**src/rtl/pcu_seq_pkg.sv**
```systemverilog
// Shared types and constants for the PCU control-slave sequencer.
// Holds the snapshot read order and the write address/data encodings.
package pcu_seq_pkg;

  typedef enum logic [2:0] {
    ST_IDLE,
    ST_WR,
    ST_RD_ADDR,
    ST_RD_CAP,
    ST_PUSH
  } state_t;

  typedef enum logic [2:0] {
    REQ_NONE,
    REQ_CLR,
    REQ_STOP,
    REQ_GO,
    REQ_SNAP
  } req_kind_t;

  localparam int          NUM_SEC    = 4;
  localparam int          SNAP_WORDS = 12;
  localparam logic [3:0]  SEC_STRIDE = 4'd4;
  localparam logic [3:0]  GO_OFFSET  = 4'd1;
  localparam logic [31:0] CLR_DATA   = 32'h0000_0001;
  localparam logic [3:0]  LAST_IDX   = 4'd11;

  // Offset 3 of every section is skipped: it is not a counter word.
  localparam logic [3:0] SNAP_ADDR [SNAP_WORDS] = '{
    4'd0, 4'd1, 4'd2, 4'd4, 4'd5, 4'd6, 4'd8, 4'd9, 4'd10, 4'd12, 4'd13, 4'd14
  };

  function automatic logic [3:0] snap_addr(input logic [3:0] idx);
    return (idx <= LAST_IDX) ? SNAP_ADDR[idx] : 4'd0;
  endfunction

  function automatic logic [3:0] wr_addr(input req_kind_t kind, input logic [1:0] sec);
    logic [3:0] base;
    base = SEC_STRIDE * {2'b00, sec};
    case (kind)
      REQ_STOP: return base;
      REQ_GO:   return base + GO_OFFSET;
      default:  return 4'd0;
    endcase
  endfunction

endpackage

```
**src/rtl/pcu_req_arb.sv**
```systemverilog
// Pending-request flags, saturating drop counter and fixed-priority picker.
// A flag taken by the FSM's launch strobe clears, unless re-pulsed on that edge.
module pcu_req_arb
  import pcu_seq_pkg::*;
#(
  parameter int DROP_W = 8
) (
  input  logic               clk,
  input  logic               reset_n,
  input  logic [NUM_SEC-1:0] sec_go,
  input  logic [NUM_SEC-1:0] sec_stop,
  input  logic               clr_req,
  input  logic               snap_req,
  input  logic               launch,
  output req_kind_t          req_kind,
  output logic [1:0]         req_sec,
  output logic               pending,
  output logic [DROP_W-1:0]  drop_cnt
);

  logic [NUM_SEC-1:0] go_p, stop_p, go_take, stop_take, go_keep, stop_keep, sec_mask;
  logic               clr_p, snap_p, clr_keep, snap_keep;
  logic [3:0]         n_drop;
  logic [DROP_W:0]    drop_sum;

  always_comb begin
    req_kind = REQ_NONE;
    req_sec  = 2'd0;
    if (clr_p) begin
      req_kind = REQ_CLR;
    end else if (|stop_p) begin
      req_kind = REQ_STOP;
      for (int i = NUM_SEC - 1; i >= 0; i--) if (stop_p[i]) req_sec = 2'(i);
    end else if (|go_p) begin
      req_kind = REQ_GO;
      for (int i = NUM_SEC - 1; i >= 0; i--) if (go_p[i]) req_sec = 2'(i);
    end else if (snap_p) begin
      req_kind = REQ_SNAP;
    end
  end

  assign sec_mask  = 4'b0001 << req_sec;
  assign stop_take = (launch && req_kind == REQ_STOP) ? sec_mask : '0;
  assign go_take   = (launch && req_kind == REQ_GO) ? sec_mask : '0;
  assign stop_keep = stop_p & ~stop_take;
  assign go_keep   = go_p & ~go_take;
  assign clr_keep  = clr_p & ~(launch && req_kind == REQ_CLR);
  assign snap_keep = snap_p & ~(launch && req_kind == REQ_SNAP);

  // Several requests can merge in one cycle; each one counts.
  assign n_drop = 4'($countones(go_keep & sec_go)) + 4'($countones(stop_keep & sec_stop))
                + {3'b000, clr_keep & clr_req} + {3'b000, snap_keep & snap_req};
  assign drop_sum = {1'b0, drop_cnt} + (DROP_W + 1)'(n_drop);
  assign pending  = clr_p | snap_p | (|go_p) | (|stop_p);

  always_ff @(posedge clk or negedge reset_n) begin
    if (!reset_n) begin
      go_p     <= '0;
      stop_p   <= '0;
      clr_p    <= 1'b0;
      snap_p   <= 1'b0;
      drop_cnt <= '0;
    end else begin
      go_p     <= go_keep | sec_go;
      stop_p   <= stop_keep | sec_stop;
      clr_p    <= clr_keep | clr_req;
      snap_p   <= snap_keep | snap_req;
      drop_cnt <= drop_sum[DROP_W] ? '1 : drop_sum[DROP_W-1:0];
    end
  end

endmodule

```
**src/rtl/pcu_sequencer.sv**
```systemverilog
// Serialises section go/stop, clear and snapshot requests onto the PCU slave.
// state     | meaning
// IDLE      | pick highest-priority pending request
// WR        | single-cycle PCU write on the bus
// RD_ADDR   | read address on the bus
// RD_CAP    | capture registered read data into the stream word
// PUSH      | hold stream word until smp_ready
module pcu_sequencer
  import pcu_seq_pkg::*;
#(
  parameter int DROP_W = 8
) (
  input  logic              clk,
  input  logic              reset_n,
  input  logic [3:0]        sec_go,
  input  logic [3:0]        sec_stop,
  input  logic              clr_req,
  input  logic              snap_req,
  output logic [3:0]        pcu_address,
  output logic              pcu_write,
  output logic              pcu_begintransfer,
  output logic [31:0]       pcu_writedata,
  input  logic [31:0]       pcu_readdata,
  output logic              smp_valid,
  input  logic              smp_ready,
  output logic [31:0]       smp_data,
  output logic [3:0]        smp_addr,
  output logic              smp_last,
  output logic              busy,
  output logic [DROP_W-1:0] drop_cnt
);

  state_t     state_q, state_d;
  req_kind_t  req_kind;
  logic [1:0] req_sec;
  logic       pending, launch;
  logic [3:0] idx_q, idx_d, address_d, smp_addr_d;
  logic [31:0] writedata_d, smp_data_d;
  logic       write_d, bt_d, smp_valid_d, smp_last_d;

  pcu_req_arb #(.DROP_W(DROP_W)) u_arb (
    .clk      (clk),
    .reset_n  (reset_n),
    .sec_go   (sec_go),
    .sec_stop (sec_stop),
    .clr_req  (clr_req),
    .snap_req (snap_req),
    .launch   (launch),
    .req_kind (req_kind),
    .req_sec  (req_sec),
    .pending  (pending),
    .drop_cnt (drop_cnt)
  );

  assign launch = (state_q == ST_IDLE) && (req_kind != REQ_NONE);
  assign busy   = (state_q != ST_IDLE) || pending;

  always_ff @(posedge clk or negedge reset_n) begin
    if (!reset_n) state_q <= ST_IDLE;
    else          state_q <= state_d;
  end

  always_comb begin
    state_d = state_q;
    case (state_q)
      ST_IDLE: begin
        if (req_kind == REQ_SNAP)      state_d = ST_RD_ADDR;
        else if (req_kind != REQ_NONE) state_d = ST_WR;
      end
      ST_WR:      state_d = ST_IDLE;
      ST_RD_ADDR: state_d = ST_RD_CAP;
      ST_RD_CAP:  state_d = ST_PUSH;
      ST_PUSH: begin
        if (smp_ready) state_d = (idx_q == LAST_IDX) ? ST_IDLE : ST_RD_ADDR;
      end
      default: state_d = ST_IDLE;
    endcase
  end

  // Next values for the registered outputs; address/data hold between transfers.
  always_comb begin
    address_d   = pcu_address;
    writedata_d = pcu_writedata;
    write_d     = 1'b0;
    bt_d        = 1'b0;
    idx_d       = idx_q;
    smp_valid_d = (state_d == ST_PUSH);
    smp_data_d  = smp_data;
    smp_addr_d  = smp_addr;
    smp_last_d  = smp_last;
    case (state_q)
      ST_IDLE: begin
        if (launch) begin
          bt_d = 1'b1;
          if (req_kind == REQ_SNAP) begin
            idx_d     = 4'd0;
            address_d = snap_addr(4'd0);
          end else begin
            write_d     = 1'b1;
            address_d   = wr_addr(req_kind, req_sec);
            writedata_d = (req_kind == REQ_CLR) ? CLR_DATA : 32'd0;
          end
        end
      end
      ST_RD_CAP: begin
        smp_data_d = pcu_readdata;
        smp_addr_d = snap_addr(idx_q);
        smp_last_d = (idx_q == LAST_IDX);
      end
      ST_PUSH: begin
        if (smp_ready && idx_q != LAST_IDX) begin
          idx_d     = idx_q + 4'd1;
          address_d = snap_addr(idx_q + 4'd1);
          bt_d      = 1'b1;
        end
      end
      default: ;
    endcase
  end

  always_ff @(posedge clk or negedge reset_n) begin
    if (!reset_n) begin
      pcu_address       <= 4'd0;
      pcu_write         <= 1'b0;
      pcu_begintransfer <= 1'b0;
      pcu_writedata     <= 32'd0;
      smp_valid         <= 1'b0;
      smp_data          <= 32'd0;
      smp_addr          <= 4'd0;
      smp_last          <= 1'b0;
      idx_q             <= 4'd0;
    end else begin
      pcu_address       <= address_d;
      pcu_write         <= write_d;
      pcu_begintransfer <= bt_d;
      pcu_writedata     <= writedata_d;
      smp_valid         <= smp_valid_d;
      smp_data          <= smp_data_d;
      smp_addr          <= smp_addr_d;
      smp_last          <= smp_last_d;
      idx_q             <= idx_d;
    end
  end

endmodule
```
**config.mk**
```make
export PLATFORM = sky130hd
export DESIGN_NAME = pcu_sequencer
export DESIGN_NICKNAME = d
export VERILOG_FILES = /design/src/rtl/pcu_seq_pkg.sv /design/src/rtl/pcu_req_arb.sv /design/src/rtl/pcu_sequencer.sv
export SDC_FILE = /design/constraint.sdc
export NUM_CORES = 1
export LEC_CHECK = 0
export BUFFER_PORTS_ARGS = -buffer_cell sky130_fd_sc_hd__buf_4
export CAP_MARGIN = 0
export CORE_UTILIZATION = 51
export DETAILED_ROUTE_END_ITERATION = 8
export GPL_TIMING_DRIVEN = 0
export PLACE_DENSITY_LB_ADDON = 0.3
export SETUP_SLACK_MARGIN = 0.3
export SKIP_LAST_GASP = 1
export SYNTH_ARGS = -nofsm -noshare
export SYNTH_HDL_FRONTEND = slang
export SYNTH_HIERARCHICAL = 1
export SYNTH_SLANG_ARGS = --single-unit
```
**constraint.sdc**
```tcl
create_clock -name clk -period 6.74 [get_ports clk]
set_clock_uncertainty 0.05 [all_clocks]
set_input_delay 1.011 -clock clk [delete_from_list [all_inputs] [get_ports clk]]
set_output_delay 1.011 -clock clk [all_outputs]
set_load 0.005 [all_outputs]
```
### Word level (Yosys, flattened, before mapping)

Memory sizes are Yosys's and may differ from the RTL's.
Index checks and enable logic that the tools add are counted.

| word-level totals | value |
|---|---|
| ROM bits | 128 |
| register bits after elaboration | 101 |
| word-level logic and storage cells | 130 |
| memories | 2 |

| cells by class | value |
|---|---|
| magnitude comparators | 4 |
| reduce and logical (&&, ||, !) cells | 16 |
| equality and inequality tests | 13 |
| add/sub/neg operators | 12 |
| mux-type cells | 45 |
| bitwise logic cells | 22 |
| shift-type cells | 1 |

Memory list:

| memory | words | width | rd ports | clocked after memory_dff | write ports | RTL line | text |
|---|---|---|---|---|---|---|---|
| (name not given) | 16 | 4 | 1 | 0 | 0 | pcu_seq_pkg.sv:34 | `return (idx <= LAST_IDX) ? SNAP_ADDR[idx] : 4'd0;` |
| (name not given) | 16 | 4 | 1 | 0 | 0 | pcu_seq_pkg.sv:34 |  |

Operators by type and width:

| operator | number |
|---|---|
| 4-bit 2-to-1 mux | 14 |
| 2-bit 2-to-1 mux | 12 |
| 4-bit one-hot mux with 2 select lines | 3 |
| 3-bit 2-to-1 mux | 7 |
| 4-bit AND | 4 |
| 4-bit adder | 3 |
| 3-bit by 2-bit == test with 1-bit output (second input constant) | 4 |
| 3-bit one-hot mux with 4 select lines | 1 |
| 5-bit >= comparator (second input constant) | 2 |
| 4-bit NOT with 5-bit output | 2 |
| 8-bit by 4-bit adder with 9-bit output | 1 |
| 3-bit == test (second input constant) | 3 |
| 1-bit by 1-bit adder with 2-bit output | 4 |
| 4-bit by 1-bit adder with 4-bit output | 2 |
| 4-bit by 1-bit adder with 4-bit output (second input constant) | 2 |
| 4-bit less-or-equal comparator (second input constant) | 2 |
| 8-bit 2-to-1 mux | 1 |
| 4-bit NOT | 2 |
| 4-bit OR | 2 |
| 4-bit OR reduction | 2 |
| 1-bit logical AND | 6 |
| 1-bit 2-to-1 mux | 6 |
| 3-bit AND reduction | 2 |
| 3-bit nonzero test | 2 |
| 14 further kinds | 24 |

### Logic depth before layout (Yosys ltp)

| depth | value |
|---|---|
| depth after elaboration | 19 |
| mapped depth | 22 |

### Hierarchy

Netlist, hierarchy kept.

Modules (own cells, without submodules):

| module | area each (µm²) | seq. area each (µm²) | times used | cells each |
|---|---|---|---|---|
| pcu_sequencer | 2627.5 | 1301.2 | 1 | 224 |
| pcu_req_arb | 1263.7 | 450.4 | 1 | 125 |

### Least setup slack after synthesis

No wires, ideal clock.

| path | value |
|---|---|
| path kind | register to register |
| start | register u_arb.stop_p[2] |
| end | register u_arb.drop_cnt[5] |
| library setup time | 0.078 ns |
| clock period less this slack | 6.156 ns |
| path slack | 0.584 ns |
| arrival | 6.028 ns |
| stages on the path, launching flop included | 22 |
| path through | dfrtp_1 > nor4_1 > nand2_1 > nor3b_1 > nor3_1 > nor2_1 > or3b_4 > or4_4 > and3_1 > fa_1 > inv_1 > fa_1 > inv_1 > fa_1 > inv_1 > fa_1 > inv_1 > fa_1 > a211oi_1 > or3_1 > a21boi_1 > a21boi_1 |

| between the ends | value |
|---|---|
| longest elaborated chain between the ends | 17 |

Ends and longest elaborated chain:

| element | RTL line | text |
|---|---|---|
| from (decl) | pcu_req_arb.sv:21 | `logic [NUM_SEC-1:0] go_p, stop_p, go_take, stop_take, go_keep, stop_keep, sec_mask;` |
| from (signal assigned) | pcu_req_arb.sv:65 | `stop_p <= stop_keep \| sec_stop;` |
| 4-bit OR reduction * | pcu_req_arb.sv:31 | `end else if (\|stop_p) begin` |
| 3-bit 2-to-1 mux * | pcu_req_arb.sv:31 |  |
| 3-bit 2-to-1 mux * | pcu_req_arb.sv:29 | `if (clr_p) begin` |
| via req_kind[2] | pcu_sequencer.sv:34 | `req_kind_t req_kind;` |
| 3-bit nonzero test * | pcu_sequencer.sv:55 | `assign launch = (state_q == ST_IDLE) && (req_kind != REQ_NONE);` |
| 1-bit logical AND * | pcu_sequencer.sv:55 |  |
| via launch | pcu_sequencer.sv:36 | `logic pending, launch;` |
| 1-bit logical AND, on equally long branches | pcu_req_arb.sv:44, pcu_req_arb.sv:43 |  |
| [... 3 more ...] | - |  |
| 4-bit AND | pcu_req_arb.sv:51 | `assign n_drop = 4'($countones(go_keep & sec_go)) + 4'($countones(stop_keep & sec_stop))` |
| 1-bit by 1-bit adder with 2-bit output (not written as such) | pcu_req_arb.sv:51 |  |
| 4-bit adder (not written as such) | pcu_req_arb.sv:51 |  |
| 4-bit adder | pcu_req_arb.sv:51 |  |
| 4-bit by 1-bit adder with 4-bit output | pcu_req_arb.sv:52 | `+ {3'b000, clr_keep & clr_req} + {3'b000, snap_keep & snap_req};` |
| 4-bit by 1-bit adder with 4-bit output * | pcu_req_arb.sv:52 |  |
| 8-bit by 4-bit adder with 9-bit output * | pcu_req_arb.sv:53 | `assign drop_sum = {1'b0, drop_cnt} + (DROP_W + 1)'(n_drop);` |
| 8-bit 2-to-1 mux * | pcu_req_arb.sv:68 | `drop_cnt <= drop_sum[DROP_W] ? '1 : drop_sum[DROP_W-1:0];` |
| to (signal assigned) | pcu_req_arb.sv:68 |  |
| to (decl) | pcu_req_arb.sv:18 | `output logic [DROP_W-1:0] drop_cnt` |

Mark *: on every way through the listed nets, which the timed path passes. The rest lies on a longest branch.
A chain may end at the register's enable or synchronous reset.

### Worst setup path after layout

| path | value |
|---|---|
| start | register u_arb.stop_p[1] |
| end | register u_arb.drop_cnt[5] |

Same word-level chain as after synthesis.

==> impl_metrics.csv <==
group,metric,value,unit
worst_setup_path,rr_worst_depth,22,
flow_run,maxCapViolCount,0,
power_and_ir_drop,fin_total_pwr,1.55,mW
synthesis,synth-seq-cells,70,
worst_setup_path,crit_arrival,6360,ps
placement,dp_slack,-126,ps
die,core,7330,um^2
finish,drive_gt1_frac,0.433,
synthesis,post_synth.cell_area_avg,11.1,um^2
synthesis,async_flop_share,1.00,
worst_setup_path,worst_setup_path_start_kind,"flop",
clock_tree,cts_inserted_buffers,9,
clock_tree,hold_buffers,0,
finish,seq_area,1750,um^2
sta,worst_pin_slew,869,ps
clock_tree,clock_path_buffers,2,
worst_setup_path,crit_required,6960,ps
worst_setup_path,worstSetupEndpoint,"u_arb/drop_cnt[5]$_DFF_PN0_",
die,die_y,89.4,um
finish,diodes,0,
detailed_routing,dr.pass1.iters,4,
global_routing,grt_pass1_wl,12500,um
worst_setup_path,r2r_start,"u_arb/stop_p[1]$_DFF_PN0_",
clock_tree,tritoncts,"yes",
global_routing,grt_usage,0.205,
clock_tree,clk_latency,340,ps
die,die_w,89.4,um
placement,port_buffers,98,
hold_path,hold_class,"reg -> reg",
finish,multi_input_area,1960,um^2
detailed_routing,via_per_inst,5.03,
detailed_routing,wirelength,8100,um
sta,fin_crit_sh,0.911,
sta,rsz0062_at_grt,"no",
placement,post-dp-hpwl,6010,um
finish,final_cell_mix,"buf_4, dfrtp_1, mux2_2",
sta,timing.final.crit_period,6140,ps
sta,postLayoutSetupSlackWorst,601,ps
sta,setup_violations,0,
worst_setup_path,reg2reg_to,"u_arb/drop_cnt[5]$_DFF_PN0_",
power_and_ir_drop,p_leak,2.49,nW
worst_setup_path,crit_type,"reg -> reg",
finish,final_common_cell,"buf_4",
hold_path,hp-start,"smp_addr[1]$_DFFE_PN0P_",
clock_tree,numClockSinks,70,
global_routing,antenna_found_initial,0,
worst_setup_path,crit_start,"u_arb/stop_p[1]$_DFF_PN0_",
clock_tree,clkSlewWorstSetupHoldPaths,80,ps
power_and_ir_drop,ir_worst_vdd,426,uV
die,ioPinCount,130,
sta,slew_headroom,0.421,
synthesis,synthesis.instances,349,
finish,syn2layout_area_growth,33.0,%
global_routing,grt_overflow_total,0,
detailed_routing,wl_per_cell,13.6,um
synthesis,yosysWarnings,6,
power_and_ir_drop,powerDensity,300,nW/um^2
clock_tree,clockRootBuffer,"clkbuf_8",
synthesis,yosysSeqAreaShare,0.450,
worst_setup_path,critPathMaxFanout,10,
die,dieArea,7980,um^2
synthesis,ys.flop_type,"dfrtp_1",
global_routing,grt_pass1_vias,2756,
sta,max_freq,163,MHz
detailed_routing,route.detailed.drc,0,
sta,hold_viol,0,
finish,nNetsFinal,554,
die,start_util,0.531,
die,row_count,31,
worst_setup_path,end_kind,"flop",
outcome,status,"complete, no violations",
clock_tree,htree_levels,3,
synthesis,synth_area,3890,um^2
sta,fin_tns_setup,0,ps
detailed_routing,drtIter0Drc,63,
detailed_routing,ant_nets,0,
sta,drv_slew,0,
placement,finalWeightedCongestion,0.840,
finish,fillers,561,
worst_setup_path,reg2reg_slack,600,ps
synthesis,synth_cell_type_count,65,
sta,timing.hold.ws,442,ps
global_routing,grt_max_degree,71,
detailed_routing,vias,2994,
synthesis,synth_edf_count,0,
## how the worst min path moves through the flow
stage	endpoint	slack [ps]	cells past startpoint
after floorplan	state_q[0]$_DFF_PN0_	400	1
after global placement	smp_addr[1]$_DFFE_PN0P_	420	2
after detailed placement	smp_addr[1]$_DFFE_PN0P_	430	2
after CTS	smp_addr[1]$_DFFE_PN0P_	450	2
after global routing	smp_addr[2]$_DFFE_PN0P_	470	1
final	smp_addr[1]$_DFFE_PN0P_	440	2
## layer usage
metal,vias to the layer above,routed length (um),GRT usage
met2,82,4190,0.357
met1,1449,3400,0.255
met4,0,119,0.0823
met3,15,387,0.0314
li1,1448,-,-
met5,-,0,0
## cells in the mapped netlist (5+ instances only)
| library cell | n | share of area |
|---|---|---|
| nor3_1 | 7 | 0.0090 |
| o21ai_0 | 11 | 0.014 |
| clkbuf_1 | 5 | 0.0048 |
| fa_1 | 7 | 0.036 |
| dfrtp_1 | 70 | 0.45 |
| a21oi_1 | 9 | 0.012 |
| inv_1 | 16 | 0.015 |
| nand2b_1 | 12 | 0.019 |
| a21o_1 | 5 | 0.0096 |
| o21ai_1 | 5 | 0.0064 |
| nor2_1 | 17 | 0.016 |
| nand2_1 | 19 | 0.018 |
| ha_1 | 11 | 0.035 |
| buf_4 | 32 | 0.062 |
| mux2_2 | 39 | 0.11 |
| nand3_1 | 5 | 0.0064 |
## where the power goes
part	internal, mW	switching, mW	total (mW)
logic	0.331	0.310	0.640
registers	0.485	0.0478	0.533
clock network	0.219	0.160	0.379
## flip-flops by register name (all words and copies together), names as in the netlist
register / count
u_arb/clr_p: 1
idx_q: 4
smp_valid: 1
u_arb/go_p: 4
u_arb/stop_p: 4
pcu_begintransfer: 1
smp_addr: 4
pcu_address: 4
smp_data: 32
state_q: 3
pcu_writedata: 1
smp_last: 1
u_arb/drop_cnt: 8
pcu_write: 1
u_arb/snap_p: 1
## stage by stage
stage / util / area [um^2] / instances
floorplan: - / 4000 / 379
global placement: 0.663 / 4860 / 576
detailed placement: 0.663 / 4860 / 576
CTS: 0.697 / 5110 / 592
global route: 0.706 / 5180 / 595
finish: 0.706 / 5180 / 595
## critical path: stages (launching register included)
cell and delay [ps]:
dfrtp_1 380, buf_4 180, nor4_4 370, nand2_2 140, nor3b_4 240, nor3_1 140, nor2_2 230, or3b_4 420
or4_4 450, and3_1 220, fa_1 500, inv_1 50, fa_1 520, inv_1 50, fa_1 470, inv_1 50
fa_1 430, inv_1 90, fa_1 250, a211oi_2 120, or3_4 430, a21boi_1 140, a21boi_1 140
## area by class of cell
cell class	count	area share
repair buffers	101	0.146
plain buffers	43	0.0575
clock inverters	5	0.0157
well taps	99	0.0239
inverters	16	0.0116
multi-input cells	250	0.379
flip-flops and latches	70	0.338
clock buffers	11	0.0273
## what timing repair did
item | CTS | global route
endpoints found under the setup margin | 8 | 8
resized for setup | 4 | 8
pin swaps | 0 | 3
setup buffers | 0 | 3
## kinds of logic after synthesis
family / synth area share
AO/OA/AOI/OAI: 0.124
adder cells (fa/ha/maj): 0.0714
XOR/XNOR: 0.00900
buffers and inverters: 0.0920
multiplexers: 0.123
AND/OR/NAND/NOR: 0.129
flip-flops: 0.450
other: 0.000964
No activity file was read; power rests on OpenSTA's default activity.
